==> src/rtl/lane_sched_pkg.sv <==
`default_nettype none
// ============================================================================
// Module      : lane_sched_pkg
// Description : Shared constants and types for the lane drain scheduler:
//               lane count, default geometry, mode encoding, score weights.
// Revision    : 1.0 - initial release
// ============================================================================
package lane_sched_pkg;

    localparam int NUM_LANES = 4;
    localparam int DEPTH_DEF = 6;
    localparam int PKT_W_DEF = 3;
    localparam int CNT_W     = 3;   // per-lane occupancy width, limits DEPTH to 7
    localparam int LANE_W    = 2;   // lane index width
    localparam int SCORE_W   = 6;   // max score 6*10 = 60

    localparam logic MODE_LATENCY     = 1'b0;
    localparam logic MODE_RELIABILITY = 1'b1;

    typedef enum logic {
        LATENCY     = MODE_LATENCY,
        RELIABILITY = MODE_RELIABILITY
    } mode_e;

    // Index 0 is lane L1.
    localparam int RS_W [NUM_LANES] = '{1, 2, 3, 4};
    localparam int LS_W [NUM_LANES] = '{4, 3, 2, 1};

endpackage
`default_nettype wire

==> src/rtl/lane_fifo.sv <==
`default_nettype none
// ============================================================================
// Module      : lane_fifo
// Description : Circular FIFO for one packet lane. Pushes while full and pops
//               while empty are ignored; pointers wrap modulo DEPTH.
// Revision    : 1.0 - initial release
// ============================================================================
module lane_fifo
    import lane_sched_pkg::*;
#(
    parameter int W      = PKT_W_DEF,
    parameter int DEPTH  = DEPTH_DEF,
    parameter int OCC_W  = CNT_W
) (
    input  logic             clk,
    input  logic             rst,
    input  logic             push,
    input  logic             pop,
    input  logic [W-1:0]     wdata,
    output logic [W-1:0]     head,
    output logic [OCC_W-1:0] count,
    output logic             full,
    output logic             empty
);

    localparam int PTR_W = (DEPTH > 1) ? $clog2(DEPTH) : 1;
    localparam logic [PTR_W-1:0] c_last_ptr = PTR_W'(DEPTH - 1);
    localparam logic [OCC_W-1:0] c_depth    = OCC_W'(DEPTH);

    logic [W-1:0]     r_mem [DEPTH];
    logic [PTR_W-1:0] r_wr_ptr;
    logic [PTR_W-1:0] r_rd_ptr;
    logic [OCC_W-1:0] r_count;
    logic             w_do_push;
    logic             w_do_pop;

    assign full      = (r_count == c_depth);
    assign empty     = (r_count == '0);
    assign w_do_push = push && !full;
    assign w_do_pop  = pop && !empty;
    assign head      = r_mem[r_rd_ptr];
    assign count     = r_count;

    // Storage array: written on accepted push only, never reset.
    always_ff @(posedge clk) begin
        if (w_do_push) begin
            r_mem[r_wr_ptr] <= wdata;
        end
    end

    // Pointer and occupancy bookkeeping with wrap at DEPTH-1.
    always_ff @(posedge clk or posedge rst) begin
        if (rst) begin
            r_wr_ptr <= '0;
            r_rd_ptr <= '0;
            r_count  <= '0;
        end else begin
            if (w_do_push) begin
                r_wr_ptr <= (r_wr_ptr == c_last_ptr) ? '0 : r_wr_ptr + 1'b1;
            end
            if (w_do_pop) begin
                r_rd_ptr <= (r_rd_ptr == c_last_ptr) ? '0 : r_rd_ptr + 1'b1;
            end
            r_count <= r_count + OCC_W'(w_do_push) - OCC_W'(w_do_pop);
        end
    end

endmodule
`default_nettype wire

==> src/rtl/lane_drain_scheduler.sv <==
`default_nettype none
// ============================================================================
// Module      : lane_drain_scheduler
// Description : Four packet lanes drained one packet per grant into a single
//               registered valid/ready output. A registered mode (LATENCY /
//               RELIABILITY) derived from weighted occupancy scores RS and LS
//               chooses the tie-break direction of the largest-lane grant.
//               Optional macro LANE_AGING_EN adds per-lane starvation counters
//               that override the mode priority at AGE_LIMIT.
// Revision    : 1.0 - initial release
// ============================================================================
module lane_drain_scheduler
    import lane_sched_pkg::*;
#(
    parameter int PKT_W     = PKT_W_DEF,
    parameter int DEPTH     = DEPTH_DEF,
    parameter int AGE_LIMIT = 8
) (
    input  logic                         clk,
    input  logic                         rst,
    input  logic [NUM_LANES-1:0]         in_valid,
    input  logic [NUM_LANES*PKT_W-1:0]   in_data,
    output logic [NUM_LANES-1:0]         in_ready,
    output logic                         out_valid,
    input  logic                         out_ready,
    output logic [PKT_W-1:0]             out_data,
    output logic [LANE_W-1:0]            out_lane,
    output logic                         mode,
    output logic [NUM_LANES*CNT_W-1:0]   occ,
    output logic [SCORE_W-1:0]           rs,
    output logic [SCORE_W-1:0]           ls
);

    // Occupancy is carried in CNT_W bits, so DEPTH above 7 cannot be represented.
    if (DEPTH < 1 || DEPTH > 7 || AGE_LIMIT < 1) begin : g_cfg_check
        $error("lane_drain_scheduler: DEPTH must be 1..7 and AGE_LIMIT >= 1");
    end

    logic [CNT_W-1:0]     w_cnt  [NUM_LANES];
    logic [PKT_W-1:0]     w_head [NUM_LANES];
    logic [NUM_LANES-1:0] w_full;
    logic [NUM_LANES-1:0] w_empty;
    logic [NUM_LANES-1:0] w_pop;
    logic [SCORE_W-1:0]   w_rs;
    logic [SCORE_W-1:0]   w_ls;
    logic [CNT_W-1:0]     w_best;
    logic [LANE_W-1:0]    w_gnt;
    logic                 w_any;
    logic                 w_load;
    mode_e                r_mode;
    logic                 r_out_valid;
    logic [PKT_W-1:0]     r_out_data;
    logic [LANE_W-1:0]    r_out_lane;

    for (genvar gi = 0; gi < NUM_LANES; gi++) begin : g_lane
        lane_fifo #(
            .W     (PKT_W),
            .DEPTH (DEPTH),
            .OCC_W (CNT_W)
        ) u_fifo (
            .clk   (clk),
            .rst   (rst),
            .push  (in_valid[gi]),
            .pop   (w_pop[gi]),
            .wdata (in_data[gi*PKT_W +: PKT_W]),
            .head  (w_head[gi]),
            .count (w_cnt[gi]),
            .full  (w_full[gi]),
            .empty (w_empty[gi])
        );
        assign in_ready[gi]               = !w_full[gi];
        assign occ[gi*CNT_W +: CNT_W]     = w_cnt[gi];
        assign w_pop[gi]                  = w_load && w_any && (w_gnt == LANE_W'(gi));
    end

    assign w_load    = !r_out_valid || out_ready;
    assign rs        = w_rs;
    assign ls        = w_ls;
    assign mode      = r_mode;
    assign out_valid = r_out_valid;
    assign out_data  = r_out_data;
    assign out_lane  = r_out_lane;

    // Weighted occupancy scores.
    always_comb begin
        w_rs = '0;
        w_ls = '0;
        for (int i = 0; i < NUM_LANES; i++) begin
            w_rs = w_rs + SCORE_W'(RS_W[i]) * SCORE_W'(w_cnt[i]);
            w_ls = w_ls + SCORE_W'(LS_W[i]) * SCORE_W'(w_cnt[i]);
        end
    end

`ifdef LANE_AGING_EN
    localparam int AGE_W = $clog2(AGE_LIMIT + 1);
    localparam logic [AGE_W-1:0] c_age_max = AGE_W'(AGE_LIMIT);

    logic [AGE_W-1:0]     r_age [NUM_LANES];
    logic [NUM_LANES-1:0] w_aged;

    // Starvation counters: count waiting cycles, clear on grant or empty lane.
    always_ff @(posedge clk or posedge rst) begin
        if (rst) begin
            for (int i = 0; i < NUM_LANES; i++) begin
                r_age[i] <= '0;
            end
        end else begin
            for (int i = 0; i < NUM_LANES; i++) begin
                if (w_empty[i] || w_pop[i]) begin
                    r_age[i] <= '0;
                end else if (r_age[i] != c_age_max) begin
                    r_age[i] <= r_age[i] + 1'b1;
                end
            end
        end
    end

    // Lanes that have reached the starvation threshold.
    always_comb begin
        w_aged = '0;
        for (int i = 0; i < NUM_LANES; i++) begin
            w_aged[i] = (r_age[i] == c_age_max) && !w_empty[i];
        end
    end
`endif

    // Grant: largest non-empty lane; equal counts resolve upward in RELIABILITY
    // and downward in LATENCY. A starved lane, when aging exists, wins outright.
    always_comb begin
        w_any  = 1'b0;
        w_best = '0;
        w_gnt  = '0;
        for (int i = 0; i < NUM_LANES; i++) begin
            if (!w_empty[i]) begin
                if (!w_any || (w_cnt[i] > w_best) ||
                    ((r_mode == RELIABILITY) && (w_cnt[i] == w_best))) begin
                    w_any  = 1'b1;
                    w_best = w_cnt[i];
                    w_gnt  = LANE_W'(i);
                end
            end
        end
`ifdef LANE_AGING_EN
        for (int i = NUM_LANES - 1; i >= 0; i--) begin
            if (w_aged[i]) begin
                w_gnt = LANE_W'(i);
            end
        end
`endif
    end

    // Mode FSM: follows the score comparison one cycle late.
    always_ff @(posedge clk or posedge rst) begin
        if (rst) begin
            r_mode <= RELIABILITY;
        end else begin
            r_mode <= (w_rs < w_ls) ? LATENCY : RELIABILITY;
        end
    end

    // Output register: refills whenever empty or being consumed.
    always_ff @(posedge clk or posedge rst) begin
        if (rst) begin
            r_out_valid <= 1'b0;
            r_out_data  <= '0;
            r_out_lane  <= '0;
        end else if (w_load) begin
            r_out_valid <= w_any;
            if (w_any) begin
                r_out_data <= w_head[w_gnt];
                r_out_lane <= w_gnt;
            end
        end
    end

endmodule
`default_nettype wire

==> config.mk <==
export PLATFORM = sky130hd
export DESIGN_NAME = lane_drain_scheduler
export DESIGN_NICKNAME = d
export VERILOG_FILES = /design/src/rtl/lane_sched_pkg.sv /design/src/rtl/lane_fifo.sv /design/src/rtl/lane_drain_scheduler.sv
export SDC_FILE = /design/constraint.sdc
export NUM_CORES = 1
export LEC_CHECK = 0
export ABC_AREA = 1
export BUFFER_PORTS_ARGS = -buffer_cell sky130_fd_sc_hd__buf_2
export CELL_PAD_IN_SITES_DETAIL_PLACEMENT = 0
export CELL_PAD_IN_SITES_GLOBAL_PLACEMENT = 2
export CORE_ASPECT_RATIO = 0.7
export CORE_MARGIN = 2
export CORE_UTILIZATION = 37
export DETAILED_ROUTE_END_ITERATION = 7
export HOLD_SLACK_MARGIN = 0.03
export PLACE_DENSITY_LB_ADDON = 0.05
export SYNTH_ARGS = -nofsm -noshare
export SYNTH_HDL_FRONTEND = slang
export SYNTH_SLANG_ARGS = --single-unit
==> constraint.sdc <==
create_clock -name clk -period 12 [get_ports clk]
set_clock_uncertainty 0.1 [all_clocks]
set_input_delay 3 -clock clk [delete_from_list [all_inputs] [get_ports clk]]
set_output_delay 3 -clock clk [all_outputs]
set_load 0.005 [all_outputs]
# After elaboration in Yosys (flattened, before gate mapping)
# Memory sizes are Yosys's and may differ from the RTL's.
# Cells that the tools add are included.
[totals]
elab_cells = 146
register_bits = 43
ramBits = 72
input_bits = 19
n_memories = 4
latchBits = 0
out_inout_bits = 35
romBits = 0
[memory_table]
columns = ["name", "words", "width", "read_ports", "rd_clocked_by_memory_dff", "write_ports", "line", "rtl"]
rows = [
  ["g_lane[0].u_fifo.r_mem", 6, 3, 1, 0, 1, "lane_fifo.sv:30", "logic [W-1:0] r_mem [DEPTH];"],
  ["g_lane[1].u_fifo.r_mem", 6, 3, 1, 0, 1, "lane_fifo.sv:30", ""],
  ["g_lane[2].u_fifo.r_mem", 6, 3, 1, 0, 1, "lane_fifo.sv:30", ""],
  ["g_lane[3].u_fifo.r_mem", 6, 3, 1, 0, 1, "lane_fifo.sv:30", ""],
]
[classes]
shifts = 0
reduce_logical = 40
n_addsub = 22
n_lt_le_gt_ge = 5
n_mul = 2
eq_ne = 18
bitwise_logic = 1
div_mod_pow = 0
muxes = 38
[ops]
columns = ["operator", "n"]
rows = [
  ["$mux W3", 15],
  ["$eq A3 B3 Y1 const B", 12],
  ["$add A3 B1 Y3 const B", 8],
  ["$mux W1", 18],
  ["$logic_and A1 B1 Y1", 16],
  ["$add A3 B1 Y3", 4],
  ["$add A5 B5 Y6", 2],
  ["$logic_not A3 Y1", 4],
  ["$sub A3 B1 Y3", 4],
  ["$logic_not A1 Y1", 11],
  ["$mul A2 B3 Y5 const A", 2],
  ["$eq A3 B3 Y1", 3],
  ["$gt A3 B3 Y1", 3],
  ["$mux W2", 4],
  ["$logic_or A1 B1 Y1", 7],
  ["$add A6 B3 Y6", 1],
  ["$add A6 B4 Y6", 1],
  ["$add A6 B5 Y6", 1],
  ["$bmux W3 S2", 1],
  ["$lt A6 B6 Y1", 1],
  ["$add A3 B4 Y5", 1],
  ["$eq A2 B2 Y1 const B", 2],
  ["$ge A3 B3 Y1 const B", 1],
  ["$not A2 Y3", 1],
  ["3 further kinds", 3],
]

# Depth between registers and ports, before layout
[depth]
ltp_word = 21
ltp_mapped = 33
mapped_depth_nobuf = 33

# Modules after synthesis
# From an unflattened synthesis, not the netlist that was laid out.
[unflattened]
hier_cells = 696
hier_area_um2 = 6471.2
[by_module_without_submodules]
columns = ["module", "cells_each", "n_inst", "area_per_inst_um2", "seq_area_each_um2"]
rows = [
  ["lane_fifo at g_lane[0].u_fifo ...", 124, 2, 1252.5, 765.7],
  ["lane_fifo at g_lane[2].u_fifo ...", 125, 2, 1244.9, 765.7],
  ["lane_drain_scheduler", 198, 1, 1476.4, 176.4],
]

# Worst setup path before layout
# Ideal clock, no wire load.
[synth_timing]
kind = "flip-flop to output port"
startpoint = "reg g_lane[1].u_fifo.r_count[1]"
endpoint = "out ls[4]"
t_arrival_ns = 2.674
path_stages_with_launch = 8
path_slack_ns = 6.226
required_ns = 8.900
path_buffers = 0
path_cell_list = "dfrtp_1 fa_1 fa_1 fa_1 ha_1 inv_1 fa_1 inv_1"
[synth_via]
elab_chain_len = 4
[synth_rtl]
columns = ["item", "line", "rtl"]
rows = [
  ["from (decl)", "lane_fifo.sv:33", "logic [OCC_W-1:0] r_count;"],
  ["from (signal assigned)", "lane_fifo.sv:64", "r_count <= r_count + OCC_W'(w_do_push) - OCC_W'(w_do_pop);"],
  ["$mul A2 B3 Y5", "lane_drain_scheduler.sv:90", "w_ls = w_ls + SCORE_W'(LS_W[i]) * SCORE_W'(w_cnt[i]);"],
  ["$add A5 B5 Y6", "lane_drain_scheduler.sv:90", ""],
  ["$add A6 B4 Y6", "lane_drain_scheduler.sv:90", ""],
  ["$add A6 B3 Y6", "lane_drain_scheduler.sv:90", ""],
  ["to (decl)", "lane_drain_scheduler.sv:31", "output logic [SCORE_W-1:0] ls"],
]
# Every way passes these cells.

# Final worst setup path
# Ends and elaborated chain as after synthesis.

==> load_flow_metrics.sql <==
INSERT INTO impl_metrics (metric_group, metric, value, unit) VALUES
('sta', 'final_period_utilization', '53.8', '%'),
('sta', 'hold_viol_final', '0', ''),
('clocking', 'numCtsBuffers', '17', ''),
('min_path', 'hold_class', 'flop to flop', ''),
('detailed_routing', 'number_of_search_and_repair_iterations_in_the_first_detailed_routing_pass', '4', ''),
('synthesis', 'number_of_enable_flip_flop_cells_after_synthesis', '72', ''),
('die', 'design.core.area', '16300', 'µm²'),
('synthesis', 'synth_adder_area_share', '13.8', '%'),
('die', 'pin_count', '54', ''),
('detailed_routing', 'route.vias.total', '4248', ''),
('synthesis', 'yosysTopAreaCellShare', '35.2', '%'),
('synthesis', 'postSynthNetCount', '679', ''),
('clocking', 'cts_num_sinks', '115', ''),
('cells_and_area', 'flow.area_growth_from_synthesis', '17.6', '%'),
('cells_and_area', 'final.fill_count', '1609', ''),
('clocking', 'cts_tree', 'yes', ''),
('synthesis', 'synth_seq_area_share', '52.7', '%'),
('synthesis', 'synthArstFlopShare', '37.4', '%'),
('synthesis', 'netlist_instances', '604', ''),
('clocking', 'max-clock-path-buffers', '2', ''),
('synthesis', 'synth.lib_cells_used.distinct', '40', ''),
('clocking', 'clk_pin_slew_worst_paths', '60', 'ps'),
('min_path', 'worst_hold_startpoint', 'out_data[0]$_DFFE_PP0P_', ''),
('flow_run', 'max_cap_viol_count', '0', ''),
('sta', 'final_min_period', '6460', 'ps'),
('global_route', 'grt_use_total', '17.2', '%'),
('synthesis', 'yosys.area.top_type', 'edfxtp_1', ''),
('die', 'floorplan.die.width', '158', 'µm'),
('clocking', 'post_cts.resized_instances', '0', ''),
('clocking', 'cts-htree-levels', '4', ''),
('setup_path', 'timing_worst_setup_path_type', 'flop to primary output', ''),
('cells_and_area', 'final-seq-area', '3240', 'µm²'),
('setup_path', 'worst-r2r-cell-count', '28', ''),
('setup_path', 'worst_setup_path_startpoint', 'g_lane[1].u_fifo.count[1]$_DFF_PP0_', ''),
('sta', 'setup_viol', '0', ''),
('clocking', 'number_of_setup_buffers_added_after_cts', '0', ''),
('setup_path', 'critical_path.endpoint_type', 'primary output', ''),
('synthesis', 'syn-mean-instance-area', '10.2', 'µm²'),
('detailed_routing', 'drt-total-wl', '13.8', 'mm'),
('die', 'floorplan.die_area', '17700', 'µm²'),
('clocking', 'clk_latency', '420', 'ps'),
('cells_and_area', 'multiInputGateArea', '2530', 'µm²'),
('detailed_routing', 'route.detailed.vias_per_inst', '4.69', ''),
('global_route', 'antenna_found_initial', '0', ''),
('synthesis', 'synth_top_family_by_area', 'simple AND/OR/NAND/NOR gates', ''),
('cells_and_area', 'antennaDiodeCount', '0', ''),
('synthesis', 'ys_ff_latch', '115', ''),
('clocking', 'clk_root_buffer_cell', 'clkbuf_16', ''),
('synthesis', 'yosys-top-cells-area', 'edfxtp_1 35%, dfrtp_1 17%, ha_1 7.3%', ''),
('die', 'std_cell_rows', '39', ''),
('synthesis', 'xor_and_xnor_fraction_of_the_mapped_netlist_area', '1.85', '%'),
('die', 'die_height', '112', 'µm'),
('setup_path', 'crit_chain', 'fa_1, fa_1, fa_1, ha_1, inv_1, fa_1, inv_1, buf_2', ''),
('setup_path', 'start_kind', 'flop', ''),
('sta', 'tightest_slew', '1030', 'ps'),
('global_route', 'grt_pass1_vias', '4345', ''),
('setup_path', 'r2r_start', 'g_lane[1].u_fifo.count[0]$_DFF_PP0_', ''),
('cells_and_area', 'post_route_cells_drive_above_1_share', '15.9', '%'),
('detailed_routing', 'drt_drc', '0', ''),
('detailed_routing', 'drtAntennaViolNets', '0', ''),
('sta', 'relSlewSlack', '31.1', '%'),
('detailed_routing', 'post_drt_wl_per_cell', '15.3', 'µm'),
('status', 'outcome', 'completed', ''),
('place', 'gp_routability_congestion', '0.831', ''),
('sta', 'rsz0062_at_grt', 'false', ''),
('setup_path', 'crit_slowest_cell', 'dfrtp_1', ''),
('die', 'initial_util', '37.7', '%'),
('synthesis', 'compound_gate_fraction_of_synth_area', '8.50', '%'),
('setup_path', 'timing.critical_path.fanout_max', '9', ''),
('global_route', 'grt_max_degree', '44', ''),
('setup_path', 'crit_required', '8900', 'ps');
-- per-layer routing --
layer | wire, µm | vias up | GRT usage, %
li1 | - | 2133 | -
met1 | 7370 | 2038 | 25.4
met2 | 5850 | 62 | 24.7
met3 | 452 | 15 | 4.40
met4 | 156 | 0 | 5.59
met5 | 0 | - | 0
-- synth_stat cells, drive strengths merged (4+ instances only) --
cell type	count
a21oi	18
buf	4
clkbuf	5
clkinv	4
dfrtp	42
edfxtp	72
fa	20
ha	36
inv	84
nand2	90
nand3	32
nor2	93
nor3	14
o211ai	6
o21ai	47
o22ai	11
xnor2	4
xor2	9
-- final timing paths --
kind,endpoint,slack (ps)
max,ls[4],5540
max in group asynchronous,g_lane[0].u_fifo.r_rd_ptr[1]$_DFFE_PP0P_,8410
max reg2reg,g_lane[1].u_fifo.count[2]$_DFF_PP0_,6360
min,out_data[0]$_DFFE_PP0P_,410
min in group asynchronous,g_lane[2].u_fifo.r_wr_ptr[1]$_DFFE_PP0P_,2730
min reg2reg,out_data[0]$_DFFE_PP0P_,410
-- critical path: cells and delay by family, from the launching register on --
| family | cells | cell delay (ps) |
|---|---|---|
| buffers and inverters | 3 | 240 |
| adders and majority gates | 5 | 2060 |
| DFF | 1 | 630 |
-- cells by family (layout without fill, tap and decap cells) --
logic type,count (synthesis),after routing
DFF,115,115
AOI/OAI and AO/OA,90,90
xor gates and xnor gates,13,13
and+or+nand+nor,233,233
buffers and inverters,97,173
adders and majority gates,56,56
-- cell usage in the layout, fill, tap and decap left out, drive strengths merged, types with 6 or more instances in the layout --
cell / count
a21oi: 18
buf: 53
clkbuf: 21
clkinv: 7
dfrtp: 42
edfxtp: 72
fa: 20
ha: 36
inv: 85
nand2: 90
nand3: 32
nor2: 93
nor3: 14
o211ai: 6
o21ai: 47
o22ai: 11
xor2: 9
-- flip-flops by register name, indices dropped and copies added (netlist names) --
register / cells
g_lane.u_fifo.r_mem: 72
mode: 1
g_lane.u_fifo.r_wr_ptr: 12
out_data: 3
out_valid: 1
g_lane.u_fifo.r_rd_ptr: 12
out_lane: 2
g_lane.u_fifo.count: 12
-- cell type report --
cell class	instances	area share, %
clock buffers	21	6.36
clock inverters	11	1.78
inverters	88	4.58
multi-input cells	392	34.9
flip-flops and latches	115	44.8
well taps	225	3.89
repair buffers	53	3.67
-- metrics by stage --
step / cell area (µm²) / hold WS (ps) / worst slack (ps) / util, % / std cells
after floorplan: 6150 / 373 / 6230 / - / 604
after CTS: 7230 / 424 / 5500 / 44.4 / 905
after detailed placement: 6650 / 409 / 5950 / 40.8 / 873
after global routing: 7230 / 441 / 5410 / 44.4 / 905
final: 7230 / 412 / 5540 / 44.4 / 905
after global placement: 6650 / 392 / 6000 / 40.8 / 873
Power is not shown: default switching activity piles up to over one toggle a cycle in this logic, so the estimate is an artifact.
